## config.mk

```make
export PLATFORM = sky130hd
export DESIGN_NAME = control_sequencer_flat
export DESIGN_NICKNAME = d
export VERILOG_FILES = /design/src/rtl/cs_pkg.sv /design/src/rtl/control_sequencer_if.sv /design/src/rtl/cs_decode.sv /design/src/rtl/control_sequencer.sv /design/src/flat_wrapper.sv
export SDC_FILE = /design/constraint.sdc
export NUM_CORES = 1
export LEC_CHECK = 0
export ABC_AREA = 1
export BUFFER_PORTS_ARGS = -buffer_cell sky130_fd_sc_hd__buf_2
export CORE_UTILIZATION = 50
export CTS_CLUSTER_SIZE = 24
export DETAILED_ROUTE_END_ITERATION = 12
export HOLD_SLACK_MARGIN = 0.12
export PLACE_DENSITY = 0.78
export SLEW_MARGIN = 40
export SYNTH_ARGS = -nofsm -noshare
export SYNTH_HDL_FRONTEND = slang
export SYNTH_SLANG_ARGS = --single-unit
```

## constraint.sdc

```tcl
create_clock -name CLK -period 2.55 [get_ports CLK]
set_input_delay 0.51 -clock CLK [delete_from_list [all_inputs] [get_ports CLK]]
set_output_delay 0.51 -clock CLK [all_outputs]
set_load 0.1 [all_outputs]
```

## src/rtl/cs_pkg.sv

```systemverilog
// Shared definitions for the control sequencer: opcodes, FS codes,
// FSM states, instruction classes and control-word field positions.
package cs_pkg;

    localparam logic [6:0] OP_LD   = 7'b0010000;
    localparam logic [6:0] OP_ST   = 7'b0100000;
    localparam logic [6:0] OP_ADI  = 7'b1000010;
    localparam logic [6:0] OP_LDI  = 7'b1001100;
    localparam logic [6:0] OP_BRZ  = 7'b1100000;
    localparam logic [6:0] OP_BRN  = 7'b1100001;
    localparam logic [6:0] OP_JMP  = 7'b1110000;
    localparam logic [6:0] OP_HALT = 7'b1111111;

    localparam logic [3:0] FS_A    = 4'b0000;
    localparam logic [3:0] FS_INC  = 4'b0001;
    localparam logic [3:0] FS_ADD  = 4'b0010;
    localparam logic [3:0] FS_SUB  = 4'b0101;
    localparam logic [3:0] FS_DEC  = 4'b0110;
    localparam logic [3:0] FS_AND  = 4'b1000;
    localparam logic [3:0] FS_OR   = 4'b1001;
    localparam logic [3:0] FS_XOR  = 4'b1010;
    localparam logic [3:0] FS_NOT  = 4'b1011;
    localparam logic [3:0] FS_B    = 4'b1100;
    localparam logic [3:0] FS_SHR  = 4'b1101;
    localparam logic [3:0] FS_SHL  = 4'b1110;

    localparam int CW_DA = 13;
    localparam int CW_AA = 10;
    localparam int CW_BA = 7;
    localparam int CW_MB = 6;
    localparam int CW_FS = 2;
    localparam int CW_MD = 1;
    localparam int CW_RW = 0;

    typedef enum logic [1:0] {
        S_FETCH,
        S_EXEC,
        S_BR_EVAL,
        S_HALTED
    } state_t;

    typedef enum logic [2:0] {
        CL_NOP,
        CL_ALU,
        CL_MEM,
        CL_IMM,
        CL_BRANCH,
        CL_JMP,
        CL_HALT
    } cls_t;

endpackage

```

## src/rtl/control_sequencer_if.sv

```systemverilog
// Instruction-memory handshake and datapath control/flag bundle
// between the sequencer (master) and its environment (slave).
interface control_sequencer_if;
    logic [15:0] IMEM_ADDR;
    logic        IMEM_REQ;
    logic        IMEM_ACK;
    logic [15:0] IMEM_DATA;
    logic [15:0] CTRWRD;
    logic [15:0] Cin;
    logic        MW;
    logic [15:0] ADRIN;
    logic        V;
    logic        C;
    logic        N;
    logic        Z;

    modport master (
        output IMEM_ADDR, IMEM_REQ, CTRWRD, Cin, MW,
        input  IMEM_ACK, IMEM_DATA, ADRIN, V, C, N, Z
    );

    modport slave (
        input  IMEM_ADDR, IMEM_REQ, CTRWRD, Cin, MW,
        output IMEM_ACK, IMEM_DATA, ADRIN, V, C, N, Z
    );
endinterface

```

## src/rtl/cs_decode.sv

```systemverilog
// Combinational instruction decode: IR -> control word, constant,
// memory-write strobe and instruction class.
module cs_decode
    import cs_pkg::*;
(
    input  logic [15:0] ir,
    output logic [15:0] ctrwrd,
    output logic [15:0] cin,
    output logic        mw,
    output cls_t        cls
);

    logic [6:0] op;
    logic       mb;
    logic       md;
    logic       rw;
    logic       fields;
    logic [3:0] fs;

    assign op = ir[15:9];

    always_comb begin
        mb     = 1'b0;
        md     = 1'b0;
        rw     = 1'b0;
        fs     = FS_A;
        fields = 1'b1;
        cin    = '0;
        mw     = 1'b0;
        cls    = CL_NOP;
        if (op[6:4] == 3'b000) begin
            cls = CL_ALU;
            fs  = op[3:0];
            rw  = 1'b1;
        end else begin
            unique case (op)
                OP_LD: begin
                    cls = CL_MEM;
                    md  = 1'b1;
                    rw  = 1'b1;
                end
                OP_ST: begin
                    cls = CL_MEM;
                    mw  = 1'b1;
                end
                OP_ADI: begin
                    cls = CL_IMM;
                    mb  = 1'b1;
                    fs  = FS_ADD;
                    rw  = 1'b1;
                    cin = {13'b0, ir[2:0]};
                end
                OP_LDI: begin
                    cls = CL_IMM;
                    mb  = 1'b1;
                    fs  = FS_B;
                    rw  = 1'b1;
                    cin = {13'b0, ir[2:0]};
                end
                OP_BRZ, OP_BRN: cls = CL_BRANCH;
                OP_JMP:         cls = CL_JMP;
                OP_HALT: begin
                    cls    = CL_HALT;
                    fields = 1'b0;
                end
                default: fields = 1'b0;
            endcase
        end

        ctrwrd = '0;
        if (fields) begin
            ctrwrd[CW_DA +: 3] = ir[8:6];
            ctrwrd[CW_AA +: 3] = ir[5:3];
            ctrwrd[CW_BA +: 3] = ir[2:0];
            ctrwrd[CW_MB]      = mb;
            ctrwrd[CW_FS +: 4] = fs;
            ctrwrd[CW_MD]      = md;
            ctrwrd[CW_RW]      = rw;
        end
    end

endmodule

```

## src/rtl/control_sequencer.sv

```systemverilog
// Fetch/execute sequencer: PC, IR and the FETCH/EXEC/BR_EVAL/HALTED
// FSM driving the datapath control word.
module control_sequencer
    import cs_pkg::*;
#(
    parameter logic [15:0] RESET_PC = 16'h0000
) (
    input  logic                 CLK,
    input  logic                 RESET,
    control_sequencer_if.master  bus
);

    state_t      state;
    state_t      state_nxt;
    logic [15:0] pc;
    logic [15:0] pc_nxt;
    logic [15:0] ir;
    logic [15:0] ir_nxt;

    logic [15:0] dec_cw;
    logic [15:0] dec_cin;
    logic        dec_mw;
    cls_t        dec_cls;

    logic        req;
    logic [15:0] cw_o;
    logic [15:0] cin_o;
    logic        mw_o;
    logic        take;
    logic [15:0] br_off;
    logic        unused_vc;

    cs_decode u_decode (
        .ir     (ir),
        .ctrwrd (dec_cw),
        .cin    (dec_cin),
        .mw     (dec_mw),
        .cls    (dec_cls)
    );

    // OP bit 0 separates BRN from BRZ
    assign take      = ir[9] ? bus.N : bus.Z;
    assign br_off    = {{10{ir[8]}}, ir[8:6], ir[2:0]};
    assign unused_vc = bus.V ^ bus.C;

    always_ff @(posedge CLK) begin
        if (!RESET) begin
            state <= S_FETCH;
            pc    <= RESET_PC;
            ir    <= '0;
        end else begin
            state <= state_nxt;
            pc    <= pc_nxt;
            ir    <= ir_nxt;
        end
    end

    always_comb begin
        state_nxt = state;
        pc_nxt    = pc;
        ir_nxt    = ir;
        req       = 1'b0;
        cw_o      = '0;
        cin_o     = '0;
        mw_o      = 1'b0;
        unique case (state)
            S_FETCH: begin
                req = 1'b1;
                if (bus.IMEM_ACK) begin
                    ir_nxt    = bus.IMEM_DATA;
                    pc_nxt    = pc + 16'd1;
                    state_nxt = S_EXEC;
                end
            end
            S_EXEC: begin
                cw_o      = dec_cw;
                cin_o     = dec_cin;
                mw_o      = dec_mw;
                state_nxt = S_FETCH;
                if (dec_cls == CL_BRANCH) state_nxt = S_BR_EVAL;
                if (dec_cls == CL_HALT)   state_nxt = S_HALTED;
                if (dec_cls == CL_JMP)    pc_nxt    = bus.ADRIN;
            end
            S_BR_EVAL: begin
                // hold the EXEC word so flags stay valid for either flag style
                cw_o      = dec_cw;
                cin_o     = dec_cin;
                state_nxt = S_FETCH;
                if (take) pc_nxt = pc + br_off;
            end
            default: ;
        endcase
    end

    assign bus.IMEM_ADDR = RESET ? pc : RESET_PC;
    assign bus.IMEM_REQ  = RESET & req;
    assign bus.CTRWRD    = RESET ? cw_o : '0;
    assign bus.Cin       = RESET ? cin_o : '0;
    assign bus.MW        = RESET & mw_o;

endmodule

```

## src/flat_wrapper.sv

```systemverilog
// flat-port wrapper written by rule: the top's interface ports become plain ports
module control_sequencer_flat import cs_pkg::*;
#(
    parameter logic [15:0] RESET_PC = 16'h0000
)
  (CLK, RESET, bus_IMEM_ADDR, bus_IMEM_REQ, bus_CTRWRD, bus_Cin, bus_MW, bus_IMEM_ACK, bus_IMEM_DATA, bus_ADRIN, bus_V, bus_C, bus_N, bus_Z);
  control_sequencer_if bus_i ();
  input  logic CLK;
  input  logic RESET;
  output wire logic [$bits(bus_i.IMEM_ADDR)-1:0] bus_IMEM_ADDR;
  output wire logic [$bits(bus_i.IMEM_REQ)-1:0] bus_IMEM_REQ;
  output wire logic [$bits(bus_i.CTRWRD)-1:0] bus_CTRWRD;
  output wire logic [$bits(bus_i.Cin)-1:0] bus_Cin;
  output wire logic [$bits(bus_i.MW)-1:0] bus_MW;
  input wire logic [$bits(bus_i.IMEM_ACK)-1:0] bus_IMEM_ACK;
  input wire logic [$bits(bus_i.IMEM_DATA)-1:0] bus_IMEM_DATA;
  input wire logic [$bits(bus_i.ADRIN)-1:0] bus_ADRIN;
  input wire logic [$bits(bus_i.V)-1:0] bus_V;
  input wire logic [$bits(bus_i.C)-1:0] bus_C;
  input wire logic [$bits(bus_i.N)-1:0] bus_N;
  input wire logic [$bits(bus_i.Z)-1:0] bus_Z;
  assign bus_IMEM_ADDR = bus_i.IMEM_ADDR;
  assign bus_IMEM_REQ = bus_i.IMEM_REQ;
  assign bus_CTRWRD = bus_i.CTRWRD;
  assign bus_Cin = bus_i.Cin;
  assign bus_MW = bus_i.MW;
  assign bus_i.IMEM_ACK = bus_IMEM_ACK;
  assign bus_i.IMEM_DATA = bus_IMEM_DATA;
  assign bus_i.ADRIN = bus_ADRIN;
  assign bus_i.V = bus_V;
  assign bus_i.C = bus_C;
  assign bus_i.N = bus_N;
  assign bus_i.Z = bus_Z;
  control_sequencer #(.RESET_PC(RESET_PC)) u_core (.CLK(CLK), .RESET(RESET), .bus(bus_i));
endmodule
```

==> results by group, run 1 <==
CTS
  • H-tree lvl count: 2
  • Sink Count: 34
  • CTS clk-pin slew, worst paths: about 80 ps
  • CTS tree: done
  • Insertion delay to the later sink of the worst-skew pair: approximately 290 ps
  • CTS Buffer Depth: 2
  • Number of hold buffers added after CTS: 0
  • Clk Tree Root Cell: clkbuf_8
  • Total CTS buffers: 5

Pwr
  • Leak Pwr: between 2 and 2.5 nW
  • PwrDens: around 1000 nW/µm²
  • Worst VDD drop: between 0.4 and 0.5 mV
  • Power Total: around 3.7 mW

GRT
  • Pin count of the biggest net entering global routing: 33
  • First-pass GRT wire length: around 12000 µm
  • Antenna violations before repair: 0
  • Vias in the first global route: roughly 2800
  • Grt ovf: 0
  • GRT Overall Usage: 0.250

Detailed routing
  • Initial DRC count: ~230
  • Overall via count from detail_route: 3118
  • Drt pass-1 iters: 5
  • DRC: 0
  • Post-DRT Antenna Nets: 0
  • Vias/cell: between 5 and 6
  • Wire per inst: between 10 and 15 µm
  • Routed WL: 7420 µm

Place
  • DP Area: 3510 µm²
  • Hpwl dp: ~5500 µm
  • Placer Congestion: just over 0.9
  • PortBufs: 73

Floorplanning
  • Die area: between 5000 and 6000 µm²
  • Initial Utilization: 0.517
  • Num rows: 27
  • # IOs: approximately 90
  • Die X: about 77 µm
  • Core outline area: between 5000 and 6000 µm²
  • DIE HEIGHT: between 70 and 80 µm

STA
  • Endpoints failing hold: 0
  • Finish-stage setup viols: 0
  • Clock period minus final worst setup slack: approximately 2400 ps
  • Post-Route Skew: 4.23 ps
  • Fin crit share: 0.958
  • RSZ-0062 raised after global routing: yes
  • Fmax: 409 MHz
  • Max Slew Vio Count: 0

Yosys
  • Share of Yosys cell area claimed by the top area cell type: 0.240
  • Seq/Total Area, Yosys: 0.240
  • Cell taking the most area after synthesis: dfxtp_1
  • Yosys warnings: 0
  • Gate Count Post-Synth: roughly 470
  • Ranking of synthesized cells by area: dfxtp_1 24%, nand2_1 16%, inv_1 11%, ha_1 8.0%, nand3_1 6.5%
  • Syn Area/Cell: 6.05 µm²
  • Ys async rst share: 0
  • Most common cell in the netlist: nand2_1
  • Number of synthesized flops with an enable pin: 0
  • Netlist Area Pre-Place: about 2800 µm²
  • Flops & latches, synth: 34
  • Top post-synthesis cells by count: 124 x nand2_1, 82 x inv_1, 37 x nand3_1
  • Ys flop type: dfxtp_1
  • Yosys cell types: 35

Hold path
  • Worst min-delay path class: register to register
  • Hold depth: 2
  • Hold_sp: u_core.ir[5]
  • Hold worst-path end: u_core.ir[5]

Final layout
  • Synthesis-to-finish area growth: 33.0%
  • Ratio of cells with drive above 1 in the final layout: 0.246
  • Final Instance Area: between 3000 and 4000 µm²
  • Fin util: 0.688
  • Net count, final: 602
  • Antenna Cells: 0
  • Fillers: ~530

Setup path
  • CP max FO: 4
  • RR Endpoint: u_core.pc[14]
  • Critical R2R Launch: u_core.state[0]
  • Worst setup path start: u_core.ir[15]
  • WP data required: between 2000 and 2500 ps
  • R2R cell count: 14
  • WS Path Type: register to primary output
  • CP endpoint kind: primary output
  • Critical path arrival: roughly 1900 ps
  • Flop2flop setup slack: between 200 and 250 ps
  • Startpoint type of the worst setup path: register

Outcome
  • Status: complete, no violations

Job
  • Max-cap violations: 0
-- cell families after synthesis --
group	share of synthesized area
AOI/OAI and AO/OA	0.128
xor gates and xnor gates	0.0124
adders and majority gates	0.0867
buffers and inverters	0.171
DFF	0.240
other	0.00132
and+or+nand+nor	0.360
-- worst max-delay path, stage by stage (launching register included) --
cell	delay [ps]
dfxtp_1	410
inv_1	100
nor3_2	160
nand3_1	150
nand2_1	120
nand3_1	150
nor2_2	120
buf_2	430
-- where the power goes --
group          switching, mW  leakage, nW  internal [mW]
registers              0.111        0.281          0.704
logic                   1.73         1.75          0.695
clock network          0.220       0.0504          0.291
total                   2.06         2.08           1.69
-- timing repair --
action / in CTS / in global routing
setup buffers: 0 / 3
endpoints found under the setup margin: 0 / 23
resized for setup: 0 / 24
-- sequential cells by signal, summed over array words and instances (netlist names) --
signal / count
u_core.pc: 16
u_core.ir: 16
u_core.state: 2
-- layout by cell type, fill, tap and decap left out, types with 3 or more instances in the layout --
cell	instances
nand3_1	37
buf_4	8
nand2_1	123
ha_1	14
buf_12	19
nand4_1	6
inv_1	81
dfxtp_1	33
conb_1	13
o21ai_0	27
buf_2	55
nor3_1	3
a21oi_1	33
nor2_2	15
clkbuf_8	5
xor2_1	3
nor2_1	27
clkinvlp_4	4
nor2_4	8
-- metal layers --
layer	vias to the layer above	wire length (µm)	global-route usage
met4	0	95	0.0774
met3	11	481	0.0583
li1	1596	-	-
met1	1411	3130	0.278
met2	100	3710	0.465
met5	-	0	0
-- metrics by stage --
| step | setup TNS [ps] | cells | hold slack [ps] | worst slack (ps) |
|---|---|---|---|---|
| after global placement | 0 | 605 | 454 | 162 |
| after global routing | -86.6 | 617 | 501 | -26.5 |
| after CTS | 0 | 613 | 472 | 47.9 |
| after detailed placement | 0 | 605 | 460 | 86.5 |
| after floorplan | -746 | 480 | 448 | -237 |
| final | 0 | 617 | 475 | 107 |
-- layout make-up --
class / count / area, µm² / share of cell area
multi-input combinational: 335 / 1820 / 0.485
timing repair buffer: 83 / 727 / 0.193
sequential: 34 / 682 / 0.181
inverter: 84 / 319 / 0.0848
tap: 72 / 90.1 / 0.0239
clock buffer: 5 / 68.8 / 0.0183
clock inverter: 3 / 45.0 / 0.0120
timing repair inverter: 1 / 7.51 / 0.00199
-- how the worst max path moves through the flow --
stage | endpoint | slack (ps)
after global routing | bus_CTRWRD[9] | -30
final | bus_CTRWRD[5] | 110
after detailed placement | u_core.pc[13] | 90
after global placement | u_core.pc[13] | 160
after floorplan | bus_Cin[0] | -240
after CTS | bus_CTRWRD[10] | 50
Power figures use the tool's default switching activity.
==> inputs of run 2 (changes only) <==
CTS_CLUSTER_SIZE = default   (was 24)
PLACE_DENSITY = 0.77   (was 0.78)
SYNTH_HIERARCHICAL = 1   (was default)
==> run 2 against run 1 <==
  * Area after synthesis increased by 15%
  * Routed wire length increased by 19%
  * Hold slack got worse by 8.6 ps
  * Sequential power decreased by 22%
  * Sequential cell count unchanged
  * Critical path depth increased by 2
  * Cell count increased by 17%
  * Largest power group unchanged
  * The run now ends with slew limit left
  * Global-route usage increased by 1.5 points
  * Non-clock buffer count increased by 1
==> results by group, run 2 <==
Yosys
  • Netlist Area Pre-Place: 3240 µm² (+15%)
  • Number of synthesized flops with an enable pin: 0 (unchanged)
  • Gate Count Post-Synth: 574 (+23%)
  • Cell taking the most area after synthesis: dfxtp_1
  • Ys async rst share: 0 (unchanged)
  • Ranking of synthesized cells by area: dfxtp_1 21%, nand2_1 14%, nor2_1 14%, inv_1 12%, o21ai_0 5.1%
  • Most common cell in the netlist: nand2_1
  • Share of Yosys cell area claimed by the top area cell type: 0.210 (-0.0305)
  • Seq/Total Area, Yosys: 0.210 (-0.0305)
  • Ys flop type: dfxtp_1
  • Syn Area/Cell: 5.65 µm² (-6.6%)
  • Yosys cell types: 39 (+11%)
  • Yosys warnings: 6 (+6)
  • Top post-synthesis cells by count: 121 x nand2_1, 120 x nor2_1, 107 x inv_1
  • Flops & latches, synth: 34 (unchanged)

Hold path
  • Hold worst-path end: u_core/ir[6]
  • Hold depth: 3 (+1)
  • Worst min-delay path class: primary input to register
  • Hold_sp: bus_IMEM_DATA[6]

STA
  • Slew @ Worst Pin: approximately 1700 ps
  • Max Slew Vio Count: 13 (+13)
  • Finish-stage setup viols: 0 (unchanged)
  • Fin crit share: 0.944 (-0.0142)
  • Post-Route Skew: 8.03 ps (+3.80 ps)
  • RSZ-0062 raised after global routing: no
  • Fmax: 416 MHz (+1.5%)
  • Slew margin rel.: -0.166
  • Clock period minus final worst setup slack: 2410 ps (-36.3 ps)
  • Setup TNS: 0 ps (unchanged)
  • Endpoints failing hold: 0 (unchanged)

Detailed routing
  • Routed WL: 8800 µm (+19%)
  • Drt pass-1 iters: 5 (unchanged)
  • Overall via count from detail_route: 3564 (+14%)
  • Post-DRT Antenna Nets: 0 (unchanged)
  • Wire per inst: 12.2 µm (+1.4%)
  • Vias/cell: 4.94 (-2.3%)
  • Initial DRC count: 243 (+8.0%)
  • DRC: 0 (unchanged)

Setup path
  • Startpoint type of the worst setup path: register
  • Critical R2R Launch: u_core/state[0]
  • Crit-path slowest cell: dfxtp_1
  • Cells along the critical path: inv_1 > nor3_1 > nand2_1 > nand4_2 > nor2_4 > nor2_1 > inv_1 > nor2_1 > buf_12
  • CP endpoint kind: primary output
  • R2R cell count: 18 (+4)
  • CP max FO: 9 (+5)
  • Critical path arrival: 1900 ps (-30 ps)
  • Max incr delay on CP: 430 ps (about the same)
  • Flop2flop setup slack: 170 ps (-40 ps)
  • RR Endpoint: u_core/pc[8]
  • WP data required: 2040 ps (about the same)
  • WS Path Type: register to primary output

GRT
  • First-pass GRT wire length: 13800 µm (+15%)
  • Grt ovf: 0 (unchanged)
  • Antenna violations before repair: 0 (unchanged)
  • Pin count of the biggest net entering global routing: 26 (-21%)
  • Vias in the first global route: 3154 (+12%)
  • GRT Overall Usage: 0.265 (+0.0151)

Floorplanning
  • # IOs: 89 (unchanged)
  • Die area: 6810 µm² (+14%)
  • Die X: 82.5 µm (+6.8%)
  • Initial Utilization: 0.532 (+0.0147)
  • Core outline area: 6100 µm² (+11%)
  • DIE HEIGHT: 82.5 µm (+6.8%)
  • Num rows: 28 (+3.7%)

Outcome
  • Failing checks: slew limit
  • Status: finished with violations

Final layout
  • Fillers: 592 (+13%)
  • Net count, final: 695 (+15%)
  • Commonest non-fill, non-tap cells in the layout: 115 x nand2_1, 113 x nor2_1, 105 x inv_1
  • Largest registers: u_core/ir: 16 flops, u_core/pc: 16 flops, u_core/state: 2 flops
  • Antenna Cells: 0 (unchanged)
  • Most common cell after layout, fill and taps aside: nand2_1
  • Fin util: 0.669 (-0.0184)
  • Area of the multi-input gates: 2030 µm² (+11%)
  • Synthesis-to-finish area growth: 25.9%
  • FF/Latch Area: 684 µm² (+0.37%)
  • Ratio of cells with drive above 1 in the final layout: 0.246 (about the same)

CTS
  • Number of hold buffers added after CTS: 0 (unchanged)
  • CTS tree: done
  • Clk Tree Root Cell: clkbuf_8
  • Sink Count: 34 (unchanged)
  • CTS Buffer Depth: 2 (unchanged)
  • CTS clk-pin slew, worst paths: 80 ps (about the same)
  • Total CTS buffers: 5 (unchanged)
  • H-tree lvl count: 2 (unchanged)
  • Insertion delay to the later sink of the worst-skew pair: 300 ps (about the same)
  • Setup bufs post-CTS: 0 (unchanged)

Place
  • PortBufs: 73 (unchanged)
  • Hpwl dp: 6840 µm (+24%)
  • Placer Congestion: 0.913 (+0.27%)

Pwr
  • Leak Pwr: 2.14 nW (+2.6%)
  • Worst VDD drop: 0.280 mV (-43%)
  • Power Total: 1.81 mW (-52%)
  • PwrDens: 444 nW/µm² (-55%)

Job
  • Max-cap violations: 0 (unchanged)
-- run 2: changes by cell type in the layout (fill, tap and decap cells not counted), sizes merged, moves of 3 or more --
cell and delta:
o22ai +3, clkinvlp -3, inv +32, nand2 +16, o21ai +11, nor2 +75
a21oi -21, nand3 -5, ha -9
-- run 2: routing by layer --
metal	vias up	share of wire	routed length, µm	track usage
met1	1550	0.43	3750	0.323
met5	-	0	0	0
met4	0	0.022	192	0.0845
met3	20	0.083	728	0.0637
li1	1859	-	-	-
met2	135	0.47	4140	0.458
-- run 2: layout make-up --
cell class / count / area share
clock inverters: 3 / 0.00521
well taps: 75 / 0.0230
repair buffers: 84 / 0.184
clock buffers: 5 / 0.0169
inverters: 115 / 0.106
multi-input cells: 406 / 0.497
flip-flops and latches: 34 / 0.168
-- run 2: power breakdown --
group	leakage (nW)	internal, mW	switching, mW
Combinational	1.81	0.201	0.551
Sequential	0.281	0.585	0.0489
Clock	0.0441	0.192	0.234
Total	2.14	0.977	0.835
-- run 2: cells by family after synthesis --
logic type / count (synthesis) / share of synthesized area
adders and majority gates: 10 / 0.0409
AOI/OAI and AO/OA: 65 / 0.114
and+or+nand+nor: 315 / 0.430
DFF: 34 / 0.210
buffers and inverters: 146 / 0.195
other: 1 / 0.00116
xor gates and xnor gates: 3 / 0.00811
-- run 2: how the worst max path moves through the flow --
stage | slack [ps] | depth (start not counted) | endpoint | from
2_1_floorplan | -320 | 4 | bus_CTRWRD[0] | RESET
3_3_place_gp | 60 | 17 | u_core/pc[8] | u_core/state[1]
3_5_place_dp | 30 | 17 | u_core/pc[8] | u_core/state[1]
4_1_cts | 30 | 17 | u_core/pc[8] | u_core/state[1]
5_1_grt | 10 | 18 | u_core/pc[8] | u_core/state[0]
6_report | 140 | 9 | bus_CTRWRD[14] | u_core/ir[13]
-- run 2: worst max-delay path, delay by kind of cell, from the launching register on --
kind                   cells  cell delay, ps
flip-flops                 1             430
AND/OR/NAND/NOR            6             810
buffers and inverters      3             350
-- run 2: what timing repair did --
item	CTS	global route
endpoints found under the setup margin	0	30
endpoints found under the hold margin	0	0
resized for setup	0	23
-- run 2: stage by stage --
stage	hold WS [ps]	std cells	setup slack (ps)	area (µm²)
6_report	467	722	143	4080
5_1_grt	478	722	11.6	4080
4_1_cts	463	722	25.8	4020
3_5_place_dp	481	714	31.9	3930
3_3_place_gp	466	714	61.9	3930
2_1_floorplan	455	586	-324	3290
==> inputs of run 3 (changes only) <==
CORE_UTILIZATION = 54   (was 50)
PLACE_DENSITY = 0.82   (was 0.77)
==> run 3 against run 2 <==
  * The run still ends with slew limit left
  * Fmax is 1.5% lower
  * First-iteration DRC count shrank 13%
  * Utilization rose by 5.5 points
  * Global-route usage is 2.6 points higher
  * Sequential cell count did not move
  * Setup slack got worse by 36 ps
  * Clock skew is 0.67 ps higher
  * Non-clock buffer count up 1
  * Clock power shrank 4%
  * Power down 0.38%
  * Register-to-register slack barely moved
  * Die area decreased by 7.2%
==> results by group, run 3 (synthesized netlist as in run 2, its figures left out) <==
Detailed routing
  • DRC: 0 (unchanged)
  • Wire per inst: 12.3 µm (+1.2%)
  • Overall via count from detail_route: 3645 (+2.3%)
  • Initial DRC count: 211 (-13%)
  • Routed WL: 8880 µm (+0.87%)
  • Vias/cell: 5.06 (+2.6%)
  • Post-DRT Antenna Nets: 0 (unchanged)
  • Drt pass-1 iters: 4 (-1)

Pwr
  • Worst VDD drop: 0.258 mV (-7.9%)
  • Clock power frac: 0.227 (-0.008)
  • Switch share: 0.456 (-0.00421)
  • Leak Pwr: 2.15 nW (+0.40%)
  • Reg power frac: 0.353 (+0.003)
  • PwrDens: 442 nW/µm² (-0.53%)
  • Power share of the combinational group: 0.419 (+0.004)
  • Power Internal: 981 µW (+0.40%)
  • Sw Pwr: 824 µW (-1.3%)

Final layout
  • Commonest non-fill, non-tap cells in the layout: 117 x nand2_1, 113 x nor2_1, 106 x inv_1
  • Ratio of cells with drive above 1 in the final layout: 0.241 (-0.00501)
  • Fin util: 0.724 (+0.0550)
  • Fillers: 482 (-19%)
  • Largest registers: u_core/ir: 16 flops, u_core/pc: 16 flops, u_core/state: 2 flops
  • Most common cell after layout, fill and taps aside: nand2_1
  • Net count, final: 696 (+0.14%)
  • Synthesis-to-finish area growth: 26.1%
  • Antenna Cells: 0 (unchanged)

GRT
  • GRT Overall Usage: 0.291 (+0.0259)
  • Global route hottest layer: met2
  • First-pass GRT wire length: 14500 µm (+4.8%)
  • Vias in the first global route: 3344 (+6.0%)
  • Antenna violations before repair: 0 (unchanged)
  • Met1 Use GR: 0.334 (+0.0112)
  • Met3 Usage GRT: 0.0651 (+0.00141)
  • Pin count of the biggest net entering global routing: 27 (+3.8%)
  • Grt ovf: 0 (unchanged)
  • Routing usage on met2: 0.515 (+0.0567)

CTS
  • CTS Buffer Depth: 2 (unchanged)
  • Total CTS buffers: 5 (unchanged)
  • Insertion delay to the later sink of the worst-skew pair: 290 ps (about the same)
  • Clk Tree Root Cell: clkbuf_8
  • CTS tree: done
  • Sink Count: 34 (unchanged)
  • CTS clk-pin slew, worst paths: 80 ps (about the same)
  • H-tree lvl count: 2 (unchanged)
  • Number of hold buffers added after CTS: 0 (unchanged)

Place
  • Dpl ws: 37.9 ps (+5.96 ps)
  • Placer Congestion: 0.940 (+2.9%)
  • Hpwl dp: 6810 µm (-0.49%)
  • PortBufs: 73 (unchanged)

Floorplanning
  • Num rows: 27 (-3.6%)
  • Die area: 6320 µm² (-7.2%)
  • DIE HEIGHT: 79.5 µm (-3.7%)
  • Initial Utilization: 0.575 (+0.0428)
  • Core outline area: 5640 µm² (-7.5%)
  • Die X: 79.5 µm (-3.7%)
  • # IOs: 89 (unchanged)

STA
  • Post-Route Skew: 8.70 ps (+0.667 ps)
  • Slew margin rel.: -0.164 (+0.00207)
  • Slew @ Worst Pin: 1740 ps (-3.09 ps)
  • Clock period minus final worst setup slack: 2440 ps (+36.3 ps)
  • Max Slew Vio Count: 13 (unchanged)
  • Endpoints failing hold: 0 (unchanged)
  • Fmax: 409 MHz (-1.5%)
  • Finish-stage setup viols: 0 (unchanged)
  • Hold slack final: 464 ps (-2.25 ps)
  • Setup ws final: 107 ps (-36.3 ps)
  • Fin crit share: 0.958 (+0.0142)

Setup path
  • WS Path Type: register to primary output
  • WP data required: 2040 ps (about the same)
  • CP max FO: 26 (+17)
  • Startpoint type of the worst setup path: register
  • Critical path arrival: 1930 ps (+30 ps)
  • CP endpoint kind: primary output

Outcome
  • Failing checks: slew limit
  • Status: finished with violations

Hold path
  • Worst min-delay path class: primary input to register

Job
  • Max-cap violations: 0 (unchanged)
[run 3: cell type report]
class	count	area [µm²]	area share
Sequential cell	34	683	0.167
Tap cell	72	90.1	0.0220
Inverter	115	432	0.106
Clock inverter	2	13.8	0.00337
Clock buffer	6	72.6	0.0178
Multi-Input combinational cell	406	2040	0.498
Timing Repair Buffer	85	759	0.186
[run 3: metal layers]
metal	part of all wire	wire length, µm	vias to the layer above
met2	0.48	4240	149
met5	0	0	-
met1	0.43	3780	1604
met4	0.024	214	0
met3	0.073	645	25
li1	-	-	1867
[run 3: what timing repair did]
| item | CTS | global route |
|---|---|---|
| resized for setup | 0 | 21 |
| setup buffers | 0 | 0 |
| setup endpoints to repair | 0 | 25 |
[run 3: final timing paths]
| check | slack, ps | from | cells past startpoint | to |
|---|---|---|---|---|
| hold reg to reg | 490 | u_core/ir[4] | 2 | u_core/ir[4] |
| setup reg to reg | 160 | u_core/state[0] | 18 | u_core/pc[15] |
| setup / recovery | 110 | u_core/state[1] | 6 | bus_CTRWRD[5] |
| hold / removal | 460 | bus_IMEM_DATA[0] | 3 | u_core/ir[0] |
[run 3: critical path: stages (launching register included)]
cell and delay, ps:
dfxtp_2 380, inv_1 70, ha_1 270, nand2_1 230, buf_6 280, nor2_1 210
buf_12 210
[run 3: power by group through the flow]
stage / Combinational [mW] / Sequential, mW / Clock, mW
after floorplan: 0.588 / 0.632 / 0
after global placement: 0.720 / 0.641 / 0
after detailed placement: 0.734 / 0.645 / 0
after CTS: 0.737 / 0.633 / 0.419
after global routing: 0.821 / 0.644 / 0.436
final: 0.757 / 0.638 / 0.410
[run 3: through the flow]
stage	cells	power [mW]	setup TNS (ps)	instance area, µm²
after floorplan	586	1.22	-6070	3290
after global placement	712	1.36	0	3930
after detailed placement	712	1.38	0	3930
after CTS	720	1.79	0	4020
after global routing	720	1.90	-21.2	4090
final	720	1.81	0	4090
